[src/rtl/apb_master_arbiter.sv]
// apb_master_arbiter: round-robin APB master sharing one APB bus among NREQ requesters.
// Optional ACCESS-phase timeout abort enabled by defining APB_TIMEOUT_EN.
module apb_master_arbiter #(
  parameter int AWIDTH  = 4,
  parameter int DWIDTH  = 8,
  parameter int NREQ    = 2,
  parameter int TIMEOUT = 16
) (
  input  logic                     PCLK,
  input  logic                     PRESET,
  input  logic [NREQ-1:0]          req_valid,
  input  logic [NREQ-1:0]          req_write,
  input  logic [NREQ*AWIDTH-1:0]   req_addr,
  input  logic [NREQ*DWIDTH-1:0]   req_wdata,
  output logic [NREQ-1:0]          req_ready,
  output logic [NREQ-1:0]          rsp_valid,
  output logic [DWIDTH-1:0]        rsp_rdata,
  output logic                     rsp_err,
  output logic                     PSEL,
  output logic                     PENABLE,
  output logic                     PWRITE,
  output logic [AWIDTH-1:0]        PADDR,
  output logic [DWIDTH-1:0]        PWDATA,
  input  logic [DWIDTH-1:0]        PRDATA,
  input  logic                     PREADY,
  input  logic                     PSLVERR
);
  localparam int GW = (NREQ > 1) ? $clog2(NREQ) : 1;

  if (NREQ < 2 || TIMEOUT < 1) begin : g_param_chk
    $error("apb_master_arbiter: NREQ must be >= 2 and TIMEOUT >= 1");
  end

  typedef enum logic [1:0] {IDLE, SETUP, ACCESS, DONE} state_t;
  state_t state, state_nxt;

  logic [GW-1:0] last_grant, grant, pick, idx;
  logic          any_req;
  logic          tmo;
  logic [NREQ-1:0][AWIDTH-1:0] addr_v;
  logic [NREQ-1:0][DWIDTH-1:0] wdata_v;

  assign addr_v  = req_addr;
  assign wdata_v = req_wdata;

  // Walk from the farthest offset down so the nearest requester after last_grant wins.
  always_comb begin
    pick    = '0;
    any_req = 1'b0;
    idx     = '0;
    for (int k = NREQ-1; k >= 0; k--) begin
      idx = GW'((int'(last_grant) + 1 + k) % NREQ);
      if (req_valid[idx]) begin
        pick    = idx;
        any_req = 1'b1;
      end
    end
  end

`ifdef APB_TIMEOUT_EN
  localparam int CW = $clog2(TIMEOUT + 1);
  logic [CW-1:0] acc_cnt;

  // acc_cnt counts completed ACCESS cycles; abort on the TIMEOUT-th one if still stalled.
  assign tmo = (state == ACCESS) && !PREADY && (acc_cnt == CW'(TIMEOUT - 1));

  always_ff @(posedge PCLK) begin
    if (PRESET || state != ACCESS) acc_cnt <= '0;
    else                           acc_cnt <= acc_cnt + 1'b1;
  end
`else
  assign tmo = 1'b0;
`endif

  always_ff @(posedge PCLK) begin
    if (PRESET) state <= IDLE;
    else        state <= state_nxt;
  end

  always_comb begin
    state_nxt = state;
    case (state)
      IDLE:    if (any_req) state_nxt = SETUP;
      SETUP:   state_nxt = ACCESS;
      ACCESS:  if (PREADY || tmo) state_nxt = DONE;
      DONE:    state_nxt = IDLE;
      default: state_nxt = IDLE;
    endcase
  end

  // Combinational outputs are forced low while PRESET is high.
  always_comb begin
    req_ready = '0;
    rsp_valid = '0;
    PSEL      = 1'b0;
    PENABLE   = 1'b0;
    if (!PRESET) begin
      PSEL    = (state == SETUP) || (state == ACCESS);
      PENABLE = (state == ACCESS);
      if (state == IDLE && any_req) req_ready[pick]  = 1'b1;
      if (state == DONE)            rsp_valid[grant] = 1'b1;
    end
  end

  always_ff @(posedge PCLK) begin
    if (PRESET) begin
      last_grant <= GW'(NREQ - 1);
      grant      <= '0;
      PWRITE     <= 1'b0;
      PADDR      <= '0;
      PWDATA     <= '0;
      rsp_rdata  <= '0;
      rsp_err    <= 1'b0;
    end else begin
      if (state == IDLE && any_req) begin
        grant  <= pick;
        PWRITE <= req_write[pick];
        PADDR  <= addr_v[pick];
        PWDATA <= wdata_v[pick];
      end
      if (state == ACCESS && (PREADY || tmo)) begin
        rsp_rdata <= (PREADY && !PWRITE) ? PRDATA : '0;
        rsp_err   <= PREADY ? PSLVERR : 1'b1;
      end
      if (state == DONE) last_grant <= grant;
    end
  end
endmodule

[config.mk]
export PLATFORM = sky130hd
export DESIGN_NAME = apb_master_arbiter
export DESIGN_NICKNAME = d
export VERILOG_FILES = /design/src/rtl/apb_master_arbiter.sv
export SDC_FILE = /design/constraint.sdc
export NUM_CORES = 1
export LEC_CHECK = 0
export ABC_CLOCK_PERIOD_IN_PS = 1800
export CAP_MARGIN = 20
export CORE_ASPECT_RATIO = 1.5
export CORE_UTILIZATION = 34
export CTS_BUF_LIST = sky130_fd_sc_hd__clkbuf_8
export DETAILED_ROUTE_END_ITERATION = 12
export HOLD_SLACK_MARGIN = 0.15
export PLACE_DENSITY = 0.73
export SYNTH_ARGS = -nofsm -noshare
export SYNTH_HDL_FRONTEND = slang
export SYNTH_SLANG_ARGS = --single-unit
export TNS_END_PERCENT = 30
[constraint.sdc]
create_clock -name PCLK -period 1.8 [get_ports PCLK]
set_input_delay 0.36 -clock PCLK [delete_from_list [all_inputs] [get_ports PCLK]]
set_output_delay 0.36 -clock PCLK [all_outputs]
set_load 0.1 [all_outputs]
Word level (Yosys, flattened, before mapping)
Cells that the tools add are included.
{"block": "word_totals", "in_bits": 40, "out_inout_bits": 28, "register_bits": 26, "elab_cells": 59}
{"block": "op_classes", "addsub": 2, "reduce_logical": 9, "n_mux": 29, "n_lt_le_gt_ge": 6, "eq_ne": 5}
{"cell": "8-bit 2-to-1 mux", "n": 3}
{"cell": "1-bit 2-to-1 mux", "n": 15}
{"cell": "2-bit 2-to-1 mux", "n": 6}
{"cell": "1-bit by 2-bit < comparator with 1-bit output (second input constant)", "n": 4}
{"cell": "4-bit 2-to-1 mux", "n": 2}
{"cell": "2-bit one-hot mux with 4 select lines", "n": 1}
{"cell": "1-bit logical AND", "n": 5}
{"cell": "2-bit equality test (second input constant)", "n": 2}
{"cell": "2-bit inequality test (second input constant)", "n": 2}
{"cell": "1-bit adder (second input constant)", "n": 2}
{"cell": "1-bit demux with 1-bit select", "n": 2}
{"cell": "2-bit by 1-bit equality test with 1-bit output (second input constant)", "n": 1}
{"cell": "1-bit >= comparator (second input constant)", "n": 2}
{"cell": "2-bit zero test", "n": 1}
{"cell": "2-bit AND reduction", "n": 1}
{"cell": "1-bit zero test", "n": 1}
{"cell": "1-bit logical OR", "n": 1}

Longest topological paths before layout
{"block": "depth", "depth_word": 12, "ltp_mapped": 6, "ltp_nobuf": 5}

Worst setup path after synthesis
Ideal clock, no wire load.
{"block": "synth_timing", "path_kind": "register to output", "from": "register state[0]", "to": "output port req_ready[0]", "stages_incl_launch_ff": 6, "t_required_ns": 1.440, "slack_ns": -1.643, "n_path_buf": 1, "arrival_ns": 3.083, "path_cell_list": "dfxtp_1 inv_1 ha_1 nand2b_4 buf_2 nor3b_1"}
{"block": "synth_between", "elab_chain_len": 4}
{"item": "from (decl)", "line_no": "35", "rtl": "state_t state, state_nxt;"}
{"item": "from (signal assigned)", "line_no": "77", "rtl": "else state <= state_nxt;"}
{"item": "2-bit zero test", "line_no": "100", "rtl": "if (state == IDLE && any_req) req_ready[pick] = 1'b1;"}
{"item": "1-bit logical AND", "line_no": "100"}
{"item": "2-bit 2-to-1 mux", "line_no": "100"}
{"item": "2-bit 2-to-1 mux", "line_no": "97", "rtl": "if (!PRESET) begin"}
{"item": "to (decl)", "line_no": "15", "rtl": "output logic [NREQ-1:0] req_ready,"}
No other way between the ends.

Worst setup path after layout
{"block": "layout_timing", "from": "register state[1]", "to": "output port req_ready[1]"}
The elaborated chain is that of the path after synthesis.

==> impl_metrics.env <==
export IMPL_run_status="finished, final reports clean"
export IMPL_dieWidth_um=49.9
export IMPL_timing_hold_violations_final=0
export IMPL_floorplan_core_area_um2=3220
export IMPL_arrival_ns=1.39
export IMPL_synth_distinct_cells=25
export IMPL_place_gp_congestion=0.775
export IMPL_gr_total_overflow=0
export IMPL_final_cells=241
export IMPL_fmax_mhz=570
export IMPL_worst_path_max_fanout=4
export IMPL_synth_fp_nets=171
export IMPL_tightest_slew_ns=0.568
export IMPL_power_total_mw=3.44
export IMPL_critPathCaptureType="output pin"
export IMPL_synth_seq_cells=26
export IMPL_max_cap_viol_count=0
export IMPL_wl_per_cell_um=14.7
export IMPL_cts_htree_levels=1
export IMPL_synth_top_cell_by_area="dfxtp_1"
export IMPL_critPathTopFamily="flip-flops"
export IMPL_hold_path_class="flip-flop to flip-flop"
export IMPL_design_die_area_um2=3690
export IMPL_worst_r2r_path_depth=7
export IMPL_placement_rows=25
export IMPL_globalRouteTotalUtil_pct=19.6
export IMPL_p_per_area_nw_per_um2=1490
export IMPL_worst_skew_pair_late_latency_ns=0.27
export IMPL_slowest_delay_ns=0.35
export IMPL_cell_with_the_largest_stage_delay_on_the_worst_path="dfxtp_1"
export IMPL_drt_first_iter_violations=22
export IMPL_cp_required_ns=1.44
export IMPL_wl_mm=3.55
export IMPL_netlist_top_cells_area="dfxtp_1 (44%), a221o_1 (11%), nand2_1 (7.7%), nand4b_1 (6.0%), nor3_1 (5.5%)"
export IMPL_finalCriticalPeriod_ns=1.75
export IMPL_synth_top_area_share_pct=44.4
export IMPL_postLayoutSetupSlackWorst_ns=0.0454
export IMPL_critical_path_n_buffers_inverters=2
export IMPL_post_route_cells_drive_above_1_share_pct=28.9
export IMPL_cp_start_kind="flip-flop"
export IMPL_fin_crit_sh_pct=97.5
export IMPL_hold_path_cell_count=2
export IMPL_vdd_ir_drop_worst_mv=1.14
export IMPL_synth_main_ff_cell="dfxtp_1"
export IMPL_clk_path_buf_depth=2
export IMPL_n_antenna_cell=0
export IMPL_clk_sinks=26
export IMPL_dpl_cell_area_um2=2230
export IMPL_avgViaCountPerCell=5.25
export IMPL_via_count_of_the_first_global_routing_pass=1281
export IMPL_hold_ws_ns=0.494
export IMPL_synthesis_instances=128
export IMPL_setup_slack_placement_ns=-0.239
export IMPL_detailroute_via_count=1265
export IMPL_antenna_left=0
export IMPL_area_delta_synth_final_pct=97.0
export IMPL_total_leakage_power_nw=0.905
export IMPL_skew_ns=0.00645
export IMPL_cts_buffers_inserted=3
export IMPL_yosysMostFrequentCell="dfxtp_1"
export IMPL_postCtsHoldBufs=0
export IMPL_synth_sequential_area_ratio_pct=44.4
export IMPL_grt_first_pass_wirelength_mm=5.50
export IMPL_final_design_area_no_fill_um2=2310
export IMPL_drc=0
export IMPL_max_transition_viols_final=0
export IMPL_synth_avg_cell_area_um2=9.16
export IMPL_multiInputGateArea_um2=634
export IMPL_cts_tree="done"
export IMPL_async_flop_share_pct=0
export IMPL_drtPass1Iterations=4
export IMPL_post_place_cells=236
export IMPL_worst_slew_margin_rel_pct=62.1
export IMPL_synthTopCellsByCount="dfxtp_1 (26), nand2_1 (24), a221o_1 (13), nor3_1 (13), a21oi_1 (10)"
export IMPL_final_layout_fill_cell_count=240
export IMPL_clock_root_buffer="clkbuf_8"
export IMPL_initial_antenna_violation_count=0
export IMPL_initial_utilization_pct=36.4
export IMPL_worst_setup_hold_path_clk_slew_ns=0.09
export IMPL_synth_edff_count=0
export IMPL_top_level_ports=68
export IMPL_grt_start_max_net_pins=15
export IMPL_synth_yosys_warnings=0
export IMPL_worst_setup_path_type="flip-flop to output pin"
export IMPL_die_y_um=73.9
export IMPL_ff_latch_area_um2=522
export IMPL_crit_path_cell_trace="inv_2 > ha_4 > nand2b_4 > a211oi_4 > buf_12"
export IMPL_netlist_area_um2=1170
export IMPL_nNetsFinal=245
export IMPL_detailed_place_hpwl_mm=2.91
export IMPL_timing_critical_path_depth=5
export IMPL_setup_violations=0
export IMPL_rsz_0062_raised_after_global_routing="yes"
export IMPL_port_buffers=67
## power by group
group          internal, mW  switching (mW)  leakage [nW]  total, mW
Combinational         0.855            1.34         0.663       2.19
Sequential            0.714           0.161         0.213      0.875
Clock                 0.195           0.175        0.0288      0.370
Total                  1.76            1.67         0.905       3.44
## layout by cell type (no fill, tap or decap), types with 2 or more instances in the layout
master	count
clkdlybuf4s50_1	36
buf_12	28
dfxtp_1	25
nand2_1	24
nor3_1	13
a221o_1	13
a21oi_1	10
buf_4	10
nand4b_1	8
clkbuf_8	4
dlygate4sd2_1	3
inv_2	2
nor3b_4	2
nor2b_2	2
inv_1	2
nor2_1	2
## registers in the layout, summed over array words and instances (netlist names)
register and flops:
rsp_rdata 8, grant 1, PWDATA 8, PADDR 4, PWRITE 1, rsp_err 1, state 2, last_grant 1
## layout make-up
class                           count  share of cell area, %
Clock buffer                        4                   2.38
Inverter                            4                  0.650
Multi-Input combinational cell     89                   27.5
Sequential cell                    26                   22.6
Tap cell                           40                   2.17
Timing Repair Buffer               78                   44.7
## worst paths after layout
kind	start	endpoint	slack [ns]
setup / recovery	state[1]	req_ready[1]	0.05
hold / removal	rsp_rdata[4]	rsp_rdata[4]	0.49
setup reg to reg	state[1]	PWDATA[0]	0.23
hold reg to reg	rsp_rdata[4]	rsp_rdata[4]	0.49
## worst min-delay path, cell delays in order (launching register included)
cell	delay (ns)
dfxtp_1	0.35
nand2_1	0.06
a21oi_1	0.05
## metrics by stage
step           util (%)  setup TNS (ns)
2_1_floorplan         -          -0.629
3_3_place_gp       69.1           -2.85
3_5_place_dp       69.1           -3.34
4_1_cts            71.5        -0.00621
5_1_grt            71.7         -0.0229
6_report           71.7               0
## what timing repair did
item | 4_1_cts | 5_1_grt
pin swaps | 2 | 1
setup endpoints to repair | 17 | 15
setup buffers | 1 | 0
gates resized for setup | 10 | 2
## cell families (layout without fill, tap and decap cells)
family	count (synthesis)	after routing	synth area share, %
AOI/OAI and AO/OA	27	27	19.3
adders and majority gates	3	3	3.20
buffers and inverters	13	86	5.44
DFF	26	26	44.4
muxes	2	2	1.81
and+or+nand+nor	57	57	25.8
## per-layer routing
layer  vias up  part of all wire [%]  GRT usage (%)
met5         -                     0              0
met4         0                  0.76           5.71
met3         2                   6.2           3.73
met2        63                    57           41.6
met1       584                    36           18.0
li1        616                     -              -
Note: power is estimated with default switching activity, not from simulation.
